==> config.mk <==
export PLATFORM = sky130hd
export DESIGN_NAME = calc_entry_fsm_flat
export DESIGN_NICKNAME = d
export VERILOG_FILES = /design/src/rtl/calc_entry_fsm_if.sv /design/src/rtl/calc_entry_fsm.sv /design/src/flat_wrapper.sv
export SDC_FILE = /design/constraint.sdc
export NUM_CORES = 1
export LEC_CHECK = 0
export ABC_AREA = 1
export CORE_UTILIZATION = 50
export CTS_CLUSTER_SIZE = 10
export DETAILED_ROUTE_END_ITERATION = 12
export PLACE_DENSITY = 0.71
export SYNTH_ARGS = -nofsm -noshare
export SYNTH_HDL_FRONTEND = slang
export SYNTH_SLANG_ARGS = --single-unit
==> constraint.sdc <==
create_clock -name clk -period 1.3 [get_ports clk]
set_input_delay 0.13 -clock clk [delete_from_list [all_inputs] [get_ports clk]]
set_output_delay 0.13 -clock clk [all_outputs]
set_load 0.02 [all_outputs]
==> src/rtl/calc_entry_fsm_if.sv <==
// Purpose : bundles the calculator front-end buttons, ALU handshake and strobes.
// Latency : none, wiring only.
// Backpressure: none; alu_done is the only return path from the ALU.
// Ports   : slave  = sequencer side (buttons/op_sel/alu_done in, strobes/status out)
//           master = environment side (drives buttons/op_sel/alu_done, observes strobes)
interface calc_entry_fsm_if #(
    parameter int OP_W = 2
);
    logic            btn_enter;
    logic            btn_clear;
    logic [OP_W-1:0] op_sel;
    logic            alu_done;
    logic            load_a;
    logic            load_b;
    logic            start;
    logic [OP_W-1:0] op_code;
    logic            busy;
    logic [2:0]      state_out;

    modport slave (
        input  btn_enter, btn_clear, op_sel, alu_done,
        output load_a, load_b, start, op_code, busy, state_out
    );

    modport master (
        output btn_enter, btn_clear, op_sel, alu_done,
        input  load_a, load_b, start, op_code, busy, state_out
    );
endinterface

==> src/rtl/calc_entry_fsm.sv <==
// Purpose : debounces ENTER/CLEAR and sequences operand A, operand B, operator entry and ALU start.
// Latency : strobe is high the cycle after edge k+DEBOUNCE_CYCLES+3 when btn_enter rises at edge k.
// Backpressure: waits in EXEC until alu_done; button events arriving there (except CLEAR) are dropped.
// Ports   : clk, reset (async active-low); bus (slave modport) carries buttons, op_sel,
//           alu_done, load_a/load_b/start strobes, op_code, busy and state_out.
module calc_entry_fsm #(
    parameter int DEBOUNCE_CYCLES = 1000000,  // must be >= 2
    parameter int OP_W            = 2
) (
    input  logic            clk,
    input  logic            reset,
    calc_entry_fsm_if.slave bus
);
    localparam int CNT_W = $clog2(DEBOUNCE_CYCLES + 1);
    // Toggling on the increment that would reach DEBOUNCE_CYCLES means the
    // level changes after exactly DEBOUNCE_CYCLES consecutive mismatching cycles.
    localparam logic [CNT_W-1:0] CNT_LAST = CNT_W'(DEBOUNCE_CYCLES - 1);
    localparam int BTN_ENTER = 0;
    localparam int BTN_CLEAR = 1;

    typedef enum logic [2:0] {
        ST_GET_A  = 3'd0,
        ST_GET_B  = 3'd1,
        ST_GET_OP = 3'd2,
        ST_EXEC   = 3'd3,
        ST_SHOW   = 3'd4
    } state_t;

    // ---------------- button conditioning (bit 0 = ENTER, bit 1 = CLEAR)
    logic [1:0]       sync1_q, sync1_d;
    logic [1:0]       sync2_q, sync2_d;
    logic [1:0]       deb_q, deb_d;
    logic [1:0]       deb_dly_q, deb_dly_d;
    logic [1:0]       ev_q, ev_d;
    logic [CNT_W-1:0] cnt_q [2];
    logic [CNT_W-1:0] cnt_d [2];

    always_comb begin
        sync1_d   = {bus.btn_clear, bus.btn_enter};
        sync2_d   = sync1_q;
        deb_d     = deb_q;
        deb_dly_d = deb_q;
        // One-cycle event on the debounced rising edge only; releases are silent.
        ev_d      = deb_q & ~deb_dly_q;
        for (int i = 0; i < 2; i++) begin
            cnt_d[i] = '0;
            if (sync2_q[i] != deb_q[i]) begin
                if (cnt_q[i] == CNT_LAST) begin
                    deb_d[i] = ~deb_q[i];
                end else begin
                    cnt_d[i] = cnt_q[i] + CNT_W'(1);
                end
            end
        end
    end

    always_ff @(posedge clk or negedge reset) begin
        if (!reset) begin
            sync1_q   <= '0;
            sync2_q   <= '0;
            deb_q     <= '0;
            deb_dly_q <= '0;
            ev_q      <= '0;
            for (int i = 0; i < 2; i++) cnt_q[i] <= '0;
        end else begin
            sync1_q   <= sync1_d;
            sync2_q   <= sync2_d;
            deb_q     <= deb_d;
            deb_dly_q <= deb_dly_d;
            ev_q      <= ev_d;
            for (int i = 0; i < 2; i++) cnt_q[i] <= cnt_d[i];
        end
    end

    // ---------------- entry sequencer
    state_t          state_q, state_d;
    logic            load_a_q, load_a_d;
    logic            load_b_q, load_b_d;
    logic            start_q, start_d;
    logic [OP_W-1:0] op_code_q, op_code_d;

    logic ev_e;
    logic ev_c;
    assign ev_e = ev_q[BTN_ENTER];
    assign ev_c = ev_q[BTN_CLEAR];

    always_comb begin
        state_d   = state_q;
        load_a_d  = 1'b0;
        load_b_d  = 1'b0;
        start_d   = 1'b0;
        op_code_d = op_code_q;
        if (ev_c) begin
            // Clear beats a simultaneous enter and abandons any ALU work.
            state_d   = ST_GET_A;
            op_code_d = '0;
        end else begin
            unique case (state_q)
                ST_GET_A: if (ev_e) begin
                    load_a_d = 1'b1;
                    state_d  = ST_GET_B;
                end
                ST_GET_B: if (ev_e) begin
                    load_b_d = 1'b1;
                    state_d  = ST_GET_OP;
                end
                ST_GET_OP: if (ev_e) begin
                    op_code_d = bus.op_sel;
                    start_d   = 1'b1;
                    state_d   = ST_EXEC;
                end
                // The start strobe cycle already shows EXEC; a done pulse
                // coincident with start cannot belong to this operation.
                ST_EXEC: if (bus.alu_done && !start_q) begin
                    state_d = ST_SHOW;
                end
                ST_SHOW: if (ev_e) begin
                    state_d = ST_GET_A;
                end
                default: state_d = ST_GET_A;
            endcase
        end
    end

    always_ff @(posedge clk or negedge reset) begin
        if (!reset) begin
            state_q   <= ST_GET_A;
            load_a_q  <= 1'b0;
            load_b_q  <= 1'b0;
            start_q   <= 1'b0;
            op_code_q <= '0;
        end else begin
            state_q   <= state_d;
            load_a_q  <= load_a_d;
            load_b_q  <= load_b_d;
            start_q   <= start_d;
            op_code_q <= op_code_d;
        end
    end

    assign bus.load_a    = load_a_q;
    assign bus.load_b    = load_b_q;
    assign bus.start     = start_q;
    assign bus.op_code   = op_code_q;
    assign bus.busy      = (state_q == ST_EXEC);
    assign bus.state_out = state_q;
endmodule

==> src/flat_wrapper.sv <==
// flat-port wrapper written by rule: the top's interface ports become plain ports
module calc_entry_fsm_flat 
#(
    parameter int DEBOUNCE_CYCLES = 1000000,                 
    parameter int OP_W            = 2
)
  (clk, reset, bus_btn_enter, bus_btn_clear, bus_op_sel, bus_alu_done, bus_load_a, bus_load_b, bus_start, bus_op_code, bus_busy, bus_state_out);
  calc_entry_fsm_if #(.OP_W(OP_W)) bus_i ();
  input  logic clk;
  input  logic reset;
  input wire logic [$bits(bus_i.btn_enter)-1:0] bus_btn_enter;
  input wire logic [$bits(bus_i.btn_clear)-1:0] bus_btn_clear;
  input wire logic [$bits(bus_i.op_sel)-1:0] bus_op_sel;
  input wire logic [$bits(bus_i.alu_done)-1:0] bus_alu_done;
  output wire logic [$bits(bus_i.load_a)-1:0] bus_load_a;
  output wire logic [$bits(bus_i.load_b)-1:0] bus_load_b;
  output wire logic [$bits(bus_i.start)-1:0] bus_start;
  output wire logic [$bits(bus_i.op_code)-1:0] bus_op_code;
  output wire logic [$bits(bus_i.busy)-1:0] bus_busy;
  output wire logic [$bits(bus_i.state_out)-1:0] bus_state_out;
  assign bus_i.btn_enter = bus_btn_enter;
  assign bus_i.btn_clear = bus_btn_clear;
  assign bus_i.op_sel = bus_op_sel;
  assign bus_i.alu_done = bus_alu_done;
  assign bus_load_a = bus_i.load_a;
  assign bus_load_b = bus_i.load_b;
  assign bus_start = bus_i.start;
  assign bus_op_code = bus_i.op_code;
  assign bus_busy = bus_i.busy;
  assign bus_state_out = bus_i.state_out;
  calc_entry_fsm #(.DEBOUNCE_CYCLES(DEBOUNCE_CYCLES), .OP_W(OP_W)) u_core (.clk(clk), .reset(reset), .bus(bus_i));
endmodule
---- Yosys cells after proc, flatten, opt, wreduce, memory -nomap -nowiden ----
Index checks and enable logic that the tools add are counted.
cells by class
  add/subtract/negate cells ............... 2
  bitwise operators ....................... 4
  reductions and logical operators ........ 9
  eq/ne operators ......................... 13
  multiplexer cells ....................... 21
operators by type and width
  kind                                           count
  2-to-1 mux 20 bit                              4
  adder 20 x 1 -> 20 bit, second input constant  2
  == test 20 bit, second input constant          2
  2-to-1 mux 3 bit                               6
  != test 3 x 1 -> 1 bit, second input constant  5
  case mux 3 bit (5 select lines)                1
  2-to-1 mux 1 bit                               7
  == test 3 x 2 -> 1 bit, second input constant  2
  2-to-1 mux 2 bit                               3
  AND reduction 2 bit                            3
  AND reduction 5 bit                            1
  nonzero test 2 bit                             2
  == test 3 x 1 -> 1 bit, second input constant  1
  == test 3 bit, second input constant           1
  zero test 3 bit                                1
  AND 2 bit                                      1
  != test 1 bit                                  2
  inverter 1 bit                                 2
  inverter 2 bit                                 1
  logical AND 1 bit                              1
  zero test 1 bit                                1
storage, ports and cells
  register bits ........................... 58
  input port bits ......................... 7
  output and inout bits ................... 9
  logic and storage cells ................. 62

---- Longest topological paths before layout ----
  depth in word-level cells ............... 5
  depth in mapped cells ................... 9

---- Worst setup path after synthesis ----
Ideal clock, no wire load.
  path type ............................... register to register
  start ................................... register u_core.state_q[0] (netlist: u_core.bus.state_out[0])
  end ..................................... register u_core.state_q[1] (netlist: u_core.bus.state_out[1])
  slack ................................... -63 ps
  data required time ...................... 1235 ps
  cell stages (with the launch flop) ...... 7
  arrival time ............................ 1298 ps
  library setup time ...................... 65 ps
  cells stage by stage .................... dfrtp_1 -> inv_1 -> nor3_4 -> nand2_1 -> nand2_1 -> nand2_1 -> nand2_1
between the ends
  longest elaborated chain between the ends .. 3
  elaborated cells on any way between the ends .. 13
  classes of those cells .................. eq/ne (9); mux (2); reduce/logical (2)
RTL lines
  what                                                                                        RTL line               text
  start, declared                                                                             calc_entry_fsm.sv:76   state_t state_q, state_d;
  start signal, assigned                                                                      calc_entry_fsm.sv:133  state_q <= state_d;
  == test 3 x 2 -> 1 bit *                                                                    -
  via bus_busy                                                                                flat_wrapper.sv:19     output wire logic [$bits(bus_i.busy)-1:0] bus_busy;
  != test 3 x 1 -> 1 bit (no source line) or case mux 3 bit (5 select lines) (tied branches)  -
  AND reduction 5 bit (no source line) or 2-to-1 mux 3 bit (tied branches)                    -
The timed path passes the listed nets; every way through them passes the cells marked *.
A chain may end at the register's enable or synchronous reset.

==> run_results.csv <==
group,metric,value,unit
finish,n_antenna_cell,0,
worst_setup_path,rrSetupSlack,-0.1,ns
synth,synth_area,0.00302,mm^2
route,vias_per_cell,5.14,
worst_setup_path,r2r.worst_path.cells,7,
die,die_h,79.7,um
synth,syn_nets,375,
finish,utilization,71.9,%
finish,nets,445,
finish,syn_to_final_growth,35.0,%
worst_setup_path,crit_buf_inv,1,
pwr,power_density,956,mW/mm^2
synth,yosysUniqueCellTypes,26,
global_route,grt_overflow,0,
global_route,grt_usage,23.2,%
sta,period_needed,1.40,ns
sta,worstMarginPinSlew,0.301,ns
global_route,grt_pass1_wl,11100,um
die,num_rows,27,
clock_network,clk_pin_slew,0.07,ns
pwr,ir_drop,984,uV
sta,fin_crit_sh,107,%
die,initial_core_util,53.2,%
global_route,grt_max_degree,59,
synth,yosysWarnings,0,
pwr,power.leakage,1.79,nW
sta,setup_viol,14,
die,die_width,79.7,um
worst_setup_path,path_max_fanout,8,
worst_setup_path,r2r-end,"u_core.cnt_q[29]",
place,placed_area,0.00350,mm^2
clock_network,root_buffer,"clkbuf_8",
worst_setup_path,crit_top_cell,"nor2_1",
clock_network,cts_buffer_depth,2,
status,outcome,"complete, but fails checks",
sta,maxSlewHeadroom,79.9,%
place,io_buffers,15,
status,violations,"setup timing",
place,place_inst,484,
clock_network,cts_htree_levels,3,
route,vias,2635,
worst_setup_path,critical_path_arrival,1.64,ns
worst_setup_path,end_kind,"flip-flop",
worst_hold_path,hp-class,"in -> reg",
job,maxCapViolations,0,
worst_setup_path,slowest_delay,0.43,ns
synth,syn_inst,366,
clock_network,clock_latency,0.35,ns
route,wl,7200,um
worst_hold_path,hold_path_depth,1,
sta,timing.final.ws_setup,-0.0957,ns
sta,hold_viol_final,0,
worst_setup_path,critPathLaunchType,"flip-flop",
route,drt.antenna.violating_nets,0,
route,drtIter0Drc,172,
synth,seq_area_frac_synth,48.0,%
worst_setup_path,crit_family,"simple AND/OR/NAND/NOR gates",
sta,rsz0062_at_grt,"true",
clock_network,numCtsBuffers,9,
finish,design_area,0.00408,mm^2
finish,fin_cells,513,
clock_network,clock-sinks,58,
synth,synth_area_per_cell,8.26,um^2
place,place_ws,-0.0838,ns
route,drtPass1Iterations,4,
worst_setup_path,worstPathRequired,1.54,ns
sta,fmax,0.716,GHz
finish,layout-drive-gt1-share,37.2,%
worst_setup_path,r2r_start,"u_core.cnt_q[29]",
place,place_hpwl,4470,um
worst_hold_path,holdPathEnd,"u_core.sync1_q[0]",
global_route,grt_pass1_vias,2447,
worst_hold_path,hp-start,"bus_btn_enter",
worst_setup_path,crit_slowest_cell,"dfrtp_1",
sta,finalMaxSlewViolations,0,
worst_setup_path,setup.worst_path.class,"reg -> reg",
die,coreArea,0.00568,mm^2
sta,final.setup_skew,0.0133,ns
finish,final_common_cell,"nor2_1",
route,post_drt_wl_per_cell,14.0,um
clock_network,cts_tree,"yes",
worst_setup_path,path_cells,"inv_2 -> nor2_1 -> nand2_1 -> nor2_2 -> nand3_4 -> nand2_4 -> nor2_1",
finish,layout_common_cells,"62 x nor2_1, 52 x dfrtp_1, 48 x nand2_1",
synth,synth.ff_latch_count,58,
global_route,antenna_found_initial,0,
die,die-area,0.00636,mm^2
place,place_congestion,0.865,
route,drcViolationCount,0,
die,pin_count,16,
[cell usage after synthesis, drive strengths merged]
cell	instances	share of area, %
a21oi	9	1.5
dfrtp	58	48
ha	2	0.83
inv	43	5.3
nand2	70	9.8
nand3	37	7.1
nand4	8	1.7
nor2	96	14
nor3	6	1.7
nor3b	1	0.25
nor4	1	0.21
o21ai	13	2.4
o21bai	3	0.87
xnor2	8	2.3
xor2	11	3.7
[timing repair]
item	in CTS	in global routing
gates cloned	0	0
setup endpoints to repair	35	42
setup buffers	3	9
pin swaps	1	23
hold buffers	1	0
resized for setup	32	66
endpoints found under the hold margin	58	0
[routing by layer]
metal / vias up / share of wire, % / wire length (um) / GRT usage (%)
met5: - / 0 / 0 / 0
met3: 14 / 3.0 / 215 / 4.57
met1: 1255 / 45 / 3250 / 29.9
met2: 57 / 50 / 3600 / 38.0
met4: 0 / 1.8 / 130 / 9.46
li1: 1309 / - / - / -
[cells by family after synthesis]
group | count (synthesis) | share of synthesized area, %
adders and majority gates | 2 | 0.828
xor gates and xnor gates | 19 | 6.00
and+or+nand+nor | 219 | 35.0
buffers and inverters | 43 | 5.34
DFF | 58 | 48.0
AOI/OAI and AO/OA | 25 | 4.76
[flip-flops by register name, indices dropped and copies added, names as in the netlist]
register,flops
u_core.bus.start,1
u_core.ev_q,2
u_core.cnt_q,40
u_core.sync2_q,2
u_core.sync1_q,2
u_core.bus.state_out,3
u_core.bus.load_b,1
u_core.deb_dly_q,2
u_core.deb_dly_d,2
u_core.bus.op_code,2
u_core.bus.load_a,1
[worst max path at each step]
stage	start	cells after the start	end	slack [ns]
floorplan	u_core.bus.state_out[0]	5	u_core.bus.state_out[2]	0.03
global placement	u_core.bus.state_out[2]	2	bus_busy	-0.05
detailed placement	u_core.bus.state_out[2]	2	bus_busy	-0.08
CTS	u_core.bus.state_out[2]	2	bus_busy	-0.02
global route	u_core.cnt_q[29]	7	u_core.cnt_q[29]	-0.14
finish	u_core.cnt_q[29]	7	u_core.cnt_q[29]	-0.1
[through the flow]
stage	TNS [ns]	total power [mW]	hold WS (ns)
floorplan	0	1.93	-0.166
finish	-0.796	3.90	0.222
global placement	-0.509	2.02	0.153
global route	-2.07	4.04	0.217
detailed placement	-1.12	2.02	0.153
CTS	-0.0396	3.90	0.224
[area by class of cell]
| type | instances | area (um^2) |
|---|---|---|
| clock inverters | 5 | 78.8 |
| flip-flops and latches | 58 | 1460 |
| well taps | 72 | 90.1 |
| fillers | 398 | 1600 |
| clock buffers | 11 | 141 |
| inverters | 43 | 166 |
| multi-input cells | 265 | 1670 |
| repair buffers | 59 | 474 |
[power by group]
part	internal (mW)	switching [mW]	leakage, nW	total [mW]
Combinational	0.0743	0.0956	0.903	0.170
Sequential	1.83	0.0244	0.776	1.85
Clock	1.13	0.751	0.113	1.88
Total	3.03	0.871	1.79	3.90
No activity file was read; power rests on OpenSTA's default activity.
